### src/rtl/cu_multi_reg.sv
// cu_multi_reg: PATP control unit with a bank of 2**REG_SEL_W data registers.
// One binary state machine (F1 F2 F3 E1 E2 E3 HALT) sequences fetch/execute
// over a shared bus. All strobes are decoded from state, op_q, rsel_q, z and
// mem_ready.
//
// Optional feature macro: CU_BNZ_EN (opcode 1001 becomes BNZ; otherwise NOP).
//
// Ports:
//   clk, rst            clock, synchronous active-high reset
//   opcode[3:0], rsel   IR opcode and register-select fields (latched at end of F3)
//   z                   ALU zero flag (used by BUZ/BNZ in E1)
//   mem_ready           0 stalls read/write cycles
//   oe_ms/ir/pc/alureg  bus output enables; oe_d one-hot data-register OE
//   func[1:0]           ALU function: 00 CLR, 01 INC, 10 ADD, 11 DEC
//   read, write         memory strobes
//   we_mar/ir/pc/alureg write enables; we_d one-hot data-register WE
//   alu_bsel            latched rsel, ALU B-operand select
//   in_fetch, halted    status: F1..F3, HALT
module cu_multi_reg #(
  parameter int unsigned REG_SEL_W = 2
) (
  input  logic                      clk,
  input  logic                      rst,
  input  logic [3:0]                opcode,
  input  logic [REG_SEL_W-1:0]      rsel,
  input  logic                      z,
  input  logic                      mem_ready,
  output logic                      oe_ms,
  output logic                      oe_ir,
  output logic                      oe_pc,
  output logic                      oe_alureg,
  output logic [(2**REG_SEL_W)-1:0] oe_d,
  output logic [1:0]                func,
  output logic                      read,
  output logic                      write,
  output logic                      we_mar,
  output logic                      we_ir,
  output logic                      we_pc,
  output logic                      we_alureg,
  output logic [(2**REG_SEL_W)-1:0] we_d,
  output logic [REG_SEL_W-1:0]      alu_bsel,
  output logic                      in_fetch,
  output logic                      halted
);

  localparam int unsigned NREG = 2**REG_SEL_W;

  localparam logic [3:0] OP_CLR   = 4'b0000;
  localparam logic [3:0] OP_INC   = 4'b0001;
  localparam logic [3:0] OP_ADD   = 4'b0010;
  localparam logic [3:0] OP_DEC   = 4'b0011;
  localparam logic [3:0] OP_JMP   = 4'b0100;
  localparam logic [3:0] OP_BUZ   = 4'b0101;
  localparam logic [3:0] OP_LOAD  = 4'b0110;
  localparam logic [3:0] OP_STORE = 4'b0111;
  localparam logic [3:0] OP_HALT  = 4'b1000;
`ifdef CU_BNZ_EN
  localparam logic [3:0] OP_BNZ   = 4'b1001;
`endif

  typedef enum logic [2:0] {
    F1   = 3'd0,
    F2   = 3'd1,
    F3   = 3'd2,
    E1   = 3'd3,
    E2   = 3'd4,
    E3   = 3'd5,
    HALT = 3'd6
  } state_t;

  state_t                 state_q, state_d;
  logic [3:0]             op_q;
  logic [REG_SEL_W-1:0]   rsel_q;
  logic [NREG-1:0]        d_sel;

  assign d_sel = NREG'(1) << rsel_q;

  always_ff @(posedge clk) begin
    if (rst) begin
      state_q <= F1;
      op_q    <= '0;
      rsel_q  <= '0;
    end else begin
      state_q <= state_d;
      if (state_q == F3) begin
        op_q   <= opcode;
        rsel_q <= rsel;
      end
    end
  end

  // Outputs are forced low while rst is high, so an aborted instruction or
  // stall produces no strobes even in the first reset cycle.
  always_comb begin
    state_d   = state_q;
    oe_ms     = 1'b0;
    oe_ir     = 1'b0;
    oe_pc     = 1'b0;
    oe_alureg = 1'b0;
    oe_d      = '0;
    func      = 2'b00;
    read      = 1'b0;
    write     = 1'b0;
    we_mar    = 1'b0;
    we_ir     = 1'b0;
    we_pc     = 1'b0;
    we_alureg = 1'b0;
    we_d      = '0;
    alu_bsel  = '0;
    in_fetch  = 1'b0;
    halted    = 1'b0;
    if (!rst) begin
      alu_bsel = rsel_q;
      case (state_q)
        F1: begin
          in_fetch  = 1'b1;
          oe_pc     = 1'b1;
          we_mar    = 1'b1;
          func      = 2'b01;
          we_alureg = 1'b1;
          state_d   = F2;
        end
        F2: begin
          in_fetch = 1'b1;
          read     = 1'b1;
          oe_ms    = 1'b1;
          we_ir    = mem_ready;
          state_d  = mem_ready ? F3 : F2;
        end
        F3: begin
          in_fetch  = 1'b1;
          oe_alureg = 1'b1;
          we_pc     = 1'b1;
          state_d   = E1;
        end
        E1: begin
          state_d = F1;
          case (op_q)
            OP_CLR: begin
              func      = 2'b00;
              we_alureg = 1'b1;
              state_d   = E2;
            end
            OP_INC, OP_DEC: begin
              oe_d      = d_sel;
              func      = (op_q == OP_INC) ? 2'b01 : 2'b11;
              we_alureg = 1'b1;
              state_d   = E2;
            end
            OP_ADD, OP_LOAD, OP_STORE: begin
              oe_ir   = 1'b1;
              we_mar  = 1'b1;
              state_d = E2;
            end
            OP_JMP: begin
              oe_ir = 1'b1;
              we_pc = 1'b1;
            end
            OP_BUZ: begin
              oe_ir = z;
              we_pc = z;
            end
`ifdef CU_BNZ_EN
            OP_BNZ: begin
              oe_ir = !z;
              we_pc = !z;
            end
`endif
            OP_HALT: state_d = HALT;
            default: state_d = F1;
          endcase
        end
        E2: begin
          state_d = F1;
          case (op_q)
            OP_ADD: begin
              read      = 1'b1;
              oe_ms     = 1'b1;
              func      = 2'b10;
              we_alureg = mem_ready;
              state_d   = mem_ready ? E3 : E2;
            end
            OP_LOAD: begin
              read    = 1'b1;
              oe_ms   = 1'b1;
              we_d    = mem_ready ? d_sel : '0;
              state_d = mem_ready ? F1 : E2;
            end
            OP_STORE: begin
              oe_d    = d_sel;
              write   = 1'b1;
              state_d = mem_ready ? F1 : E2;
            end
            default: begin
              // CLR/INC/DEC write-back
              oe_alureg = 1'b1;
              we_d      = d_sel;
            end
          endcase
        end
        E3: begin
          oe_alureg = 1'b1;
          we_d      = d_sel;
          state_d   = F1;
        end
        HALT: begin
          halted  = 1'b1;
          state_d = HALT;
        end
        default: state_d = F1;
      endcase
    end
  end

endmodule

### config.mk
export PLATFORM = sky130hd
export DESIGN_NAME = cu_multi_reg
export DESIGN_NICKNAME = d
export VERILOG_FILES = /design/src/rtl/cu_multi_reg.sv
export SDC_FILE = /design/constraint.sdc
export NUM_CORES = 1
export LEC_CHECK = 0
export ABC_AREA = 0
export BUFFER_PORTS_ARGS = -buffer_cell sky130_fd_sc_hd__buf_2
export CORE_MARGIN = 8
export CORE_UTILIZATION = 41
export CTS_CLUSTER_SIZE = 10
export DETAILED_ROUTE_END_ITERATION = 10
export PLACE_DENSITY_LB_ADDON = 0.2
export SETUP_SLACK_MARGIN = 0.1
export SLEW_MARGIN = 20
export SYNTH_ARGS = -nofsm -noshare
export SYNTH_HDL_FRONTEND = slang
export SYNTH_SLANG_ARGS = --single-unit
### constraint.sdc
create_clock -name clk -period 1.3 [get_ports clk]
set_input_delay 0.26 -clock clk [delete_from_list [all_inputs] [get_ports clk]]
set_output_delay 0.26 -clock clk [all_outputs]
set_load 0.02 [all_outputs]
==> results.json, run 1 <==
{
  "synth_commonest_cells": "19 x nor2_1, 9 x dfxtp_1, 9 x nor3_1, 8 x nand2b_1",
  "synthCells": 109,
  "root_buffer": "clkbuf_4",
  "cts_buffer_depth": 2,
  "synth_fp_nets": 119,
  "holdBufCountCts": 0,
  "yosys_register_bits": 9,
  "firstError": "[ERROR DPL-0038] Utilization greater than 100%, impossible to legalize",
  "htree_levels": 1,
  "cts_sinks": 9,
  "dieHeight_um": 59.1,
  "synthArstFlopShare_pct": 0,
  "port_buffers": 33,
  "cts_resized": 100,
  "netlist.top_cell.by_area": "dfxtp_1",
  "post-synth-top-area-fraction_pct": 23.6,
  "failing_step": "4_1_cts",
  "synth.avg_cell_area_um2": 7.00,
  "placed_area_um2": 1450,
  "synth.most_common_cell": "nor2_1",
  "synth_ff_type": "dfxtp_1",
  "postCtsSetupRepairBufs": 16,
  "syn-cell-area_um2": 763,
  "status": "aborted with a tool error",
  "yosys-top-cells-area": "dfxtp_1 24%, nor2_1 9.3%, mux2i_1 7.9%",
  "gp_congestion": 0.872,
  "seq_area_frac_synth_pct": 23.6,
  "dp_hpwl_mm": 2.57,
  "ys_types": 32,
  "numCtsBuffers": 3,
  "yosys_warnings": 0,
  "die_w_um": 59.1,
  "io_pins": 34,
  "start_util_pct": 43.7,
  "synth_edf_count": 0,
  "rows": 15
}
-- cell families after synthesis --
| group | count (synthesis) | synth area share (%) |
|---|---|---|
| buffers and inverters | 15 | 8.85 |
| flip-flops | 9 | 23.6 |
| AO/OA/AOI/OAI | 22 | 21.1 |
| AND/OR/NAND/NOR | 57 | 38.5 |
| multiplexers | 6 | 7.87 |
-- metrics by stage --
| step | instances | setup TNS (ns) | hold slack, ns | setup WS [ns] |
|---|---|---|---|---|
| after floorplan | 109 | -2.41 | 0.406 | -0.241 |
| after global placement | 204 | -4.59 | 0.490 | -0.346 |
| after detailed placement | 204 | -5.56 | 0.508 | -0.347 |
==> inputs of run 2 (changes only) <==
- CORE_AREA: unset -> 8 8 69 71
- CORE_MARGIN: 8 -> unset
- CORE_UTILIZATION: 41 -> unset
- CTS_CLUSTER_SIZE: 10 -> unset
- DIE_AREA: unset -> 0 0 77 79
- PLACE_DENSITY_LB_ADDON: 0.2 -> 0.15
- SETUP_SLACK_MARGIN: 0.1 -> unset
- clock period: 1.3 -> 1.7 ns (I/O delays scaled with it)
==> run 2 against run 1 <==
  * Synthesized cell count unchanged
  * Area after synthesis unchanged
  * The flow now finishes, with violations (setup timing)
==> results.json, run 2 <==
{
  "status": "finished with violations",
  "violations": "setup timing",
  "layout_common_cells": "41 x buf_4, 17 x buf_2, 11 x nor2_1",
  "drive_gt1_share_pct": 66.7,
  "cts_buffer_depth": 2,
  "post-synth-top-area-fraction_pct": 23.6,
  "grt_pass1_wl_mm": 4.87,
  "dr.pass1.iters": 4,
  "synth.most_common_cell": "nor2_1",
  "dp_cells": 210,
  "r2r_end": "state_q[2]$_SDFF_PP0_",
  "top_register": "op_q",
  "setup_viol_count_final": 15,
  "gp_congestion": 0.804,
  "cp.arrival_ns": 1.55,
  "vias": 994,
  "grt_start_max_net_pins": 13,
  "final_max_slew_viol_count": 0,
  "root_buffer": "clkbuf_8",
  "startpoint_type": "register",
  "relSlewSlack_pct": 79.5,
  "dp_hpwl_mm": 2.34,
  "tightestPinTransition_ns": 0.307,
  "skew_ns": 0.00128,
  "slowest_delay_ns": 0.44,
  "min_period_ns": 1.89,
  "crit_path_cell_trace": "nand4bb_1, or4_4, o41ai_2, a21o_1, buf_6",
  "min_to": "op_q[2]$_SDFFE_PP0P_",
  "drtAntennaViolNets": 0,
  "yosys_warnings": 0,
  "setup_ws_ns": -0.187,
  "syn-cell-area_um2": 763,
  "antenna_found_initial": 0,
  "grt_util_all_layers_pct": 9.58,
  "grt_pass1_vias": 1044,
  "rrSetupSlack_ns": 0.24,
  "htree_levels": 1,
  "dieArea_um2": 6080,
  "yosys_register_bits": 9,
  "cts.clk_slew.worst_paths_ns": 0.04,
  "nFillCells": 414,
  "p_leak_nw": 0.634,
  "grt_overflow_total": 0,
  "rows": 23,
  "reg_top3": "op_q x4, state_q x3, rsel_q x2",
  "diodes": 0,
  "synth_fp_nets": 119,
  "nets": 182,
  "synth_ff_type": "dfxtp_1",
  "final_common_cell": "buf_4",
  "netlist.top_cell.by_area": "dfxtp_1",
  "cap_violations": 0,
  "area_delta_synth_final_pct": 101,
  "reg2reg_from": "op_q[2]$_SDFFE_PP0P_",
  "yosys-top-cells-area": "dfxtp_1 24%, nor2_1 9.3%, mux2i_1 7.9%",
  "clk_latency_ns": 0.23,
  "wl_per_cell_um": 13.4,
  "period_share_pct": 111,
  "crit_slowest_cell": "or4_4",
  "io_pins": 34,
  "synthCells": 109,
  "synth_edf_count": 0,
  "cp-end-kind": "output port",
  "worstSetupPathType": "reg -> out",
  "peakVddDrop_v": 0.000311,
  "drtIter0Drc": 50,
  "register_area_um2": 196,
  "drt-total-wl_mm": 2.95,
  "fin_util_pct": 40.5,
  "dieHeight_um": 79,
  "numCtsBuffers": 3,
  "seq_area_frac_synth_pct": 23.6,
  "multi_input_area_um2": 709,
  "ys_types": 32,
  "reg2reg_depth": 5,
  "drt-vias-per-instance": 4.50,
  "worstPathRequired_ns": 1.36,
  "cts_sinks": 9,
  "synthArstFlopShare_pct": 0,
  "pre_cts_slack_ns": -0.0627,
  "largest_register_ffs": 4,
  "tritoncts": "built",
  "whs_path_depth": 3,
  "hp-start": "opcode[2]",
  "hp-class": "in -> reg",
  "port_buffers": 33,
  "powerDensity_nw_per_um2": 489,
  "core_area_um2": 3800,
  "start_util_pct": 20.1,
  "instances_no_fill": 221,
  "path_max_fanout": 4,
  "synth.avg_cell_area_um2": 7.00,
  "drc": 0,
  "finalHoldViolCount": 0,
  "rsz0062_at_grt": "yes",
  "die_w_um": 77,
  "max_freq_mhz": 530,
  "synth_commonest_cells": "19 x nor2_1, 9 x dfxtp_1, 9 x nor3_1, 8 x nand2b_1"
}
## run 2: worst max path at each step
stage                     startpoint   endpoint  slack (ns)  cells past startpoint
6_report       state_q[1]$_SDFF_PP0_  we_alureg       -0.19                      5
5_1_grt        state_q[1]$_SDFF_PP0_  we_alureg       -0.24                      5
4_1_cts        state_q[1]$_SDFF_PP0_  we_alureg       -0.20                      5
3_5_place_dp   state_q[2]$_SDFF_PP0_  we_alureg       -0.06                      6
3_3_place_gp   state_q[2]$_SDFF_PP0_  we_alureg       -0.09                      5
2_1_floorplan  state_q[1]$_SDFF_PP0_  we_alureg       -0.09                      5
## run 2: per-layer routing
layer / routed length [µm] / track usage, % / up-vias
li1: - / - / 508
met1: 1350 / 11.7 / 468
met2: 1500 / 16.6 / 16
met3: 81 / 1.69 / 2
met4: 17 / 3.40 / 0
met5: 0 / 0 / -
## run 2: final cells by class
cell class                      count  share of cell area [%]
Multi-Input combinational cell     85                    46.1
Clock buffer                        4                    2.93
Tap cell                           50                    4.07
Sequential cell                     9                    12.8
Inverter                            5                    1.22
Timing Repair Buffer               68                    32.9
## run 2: what timing repair did
| item | in CTS | in global routing |
|---|---|---|
| hold buffers | 0 | 0 |
| buffers inserted | 4 | 3 |
| endpoints found under the hold margin | 0 | 0 |
| endpoints found under the setup margin | 19 | 21 |
| resized for setup | 46 | 24 |
| cloned | 0 | 0 |
| pin swaps | 13 | 9 |
## run 2: cells by family (layout without fill, tap and decap cells)
logic type	count (synthesis)	after routing	share of synthesized area (%)
multiplexers	6	6	7.87
buffers and inverters	15	77	8.85
AO/OA/AOI/OAI	22	22	21.1
flip-flops	9	9	23.6
AND/OR/NAND/NOR	57	57	38.5
## run 2: stage by stage
stage | area (µm²) | hold WS, ns | setup TNS, ns | power (mW)
after floorplan | 800 | 0.487 | -0.112 | 0.366
final | 1540 | 0.350 | -1.30 | 0.751
after global routing | 1540 | 0.368 | -2.72 | 0.806
after CTS | 1420 | 0.346 | -1.53 | 0.750
after global placement | 1190 | 0.550 | -0.0888 | 0.456
after detailed placement | 1190 | 0.562 | -0.103 | 0.457
## run 2: critical path: cells and delay by family (launching register included)
kind            cells  cell delay, ns
flops               1            0.33
compound gates      2            0.24
buf+inv             1            0.12
simple gates        2            0.64
## run 2: power breakdown
part	internal [mW]	switching, mW	leakage, nW
clock network	0.163	0.0755	0.0228
logic	0.136	0.140	0.534
registers	0.221	0.0151	0.0772
total	0.520	0.231	0.634
(Power assumes the default switching activity.)
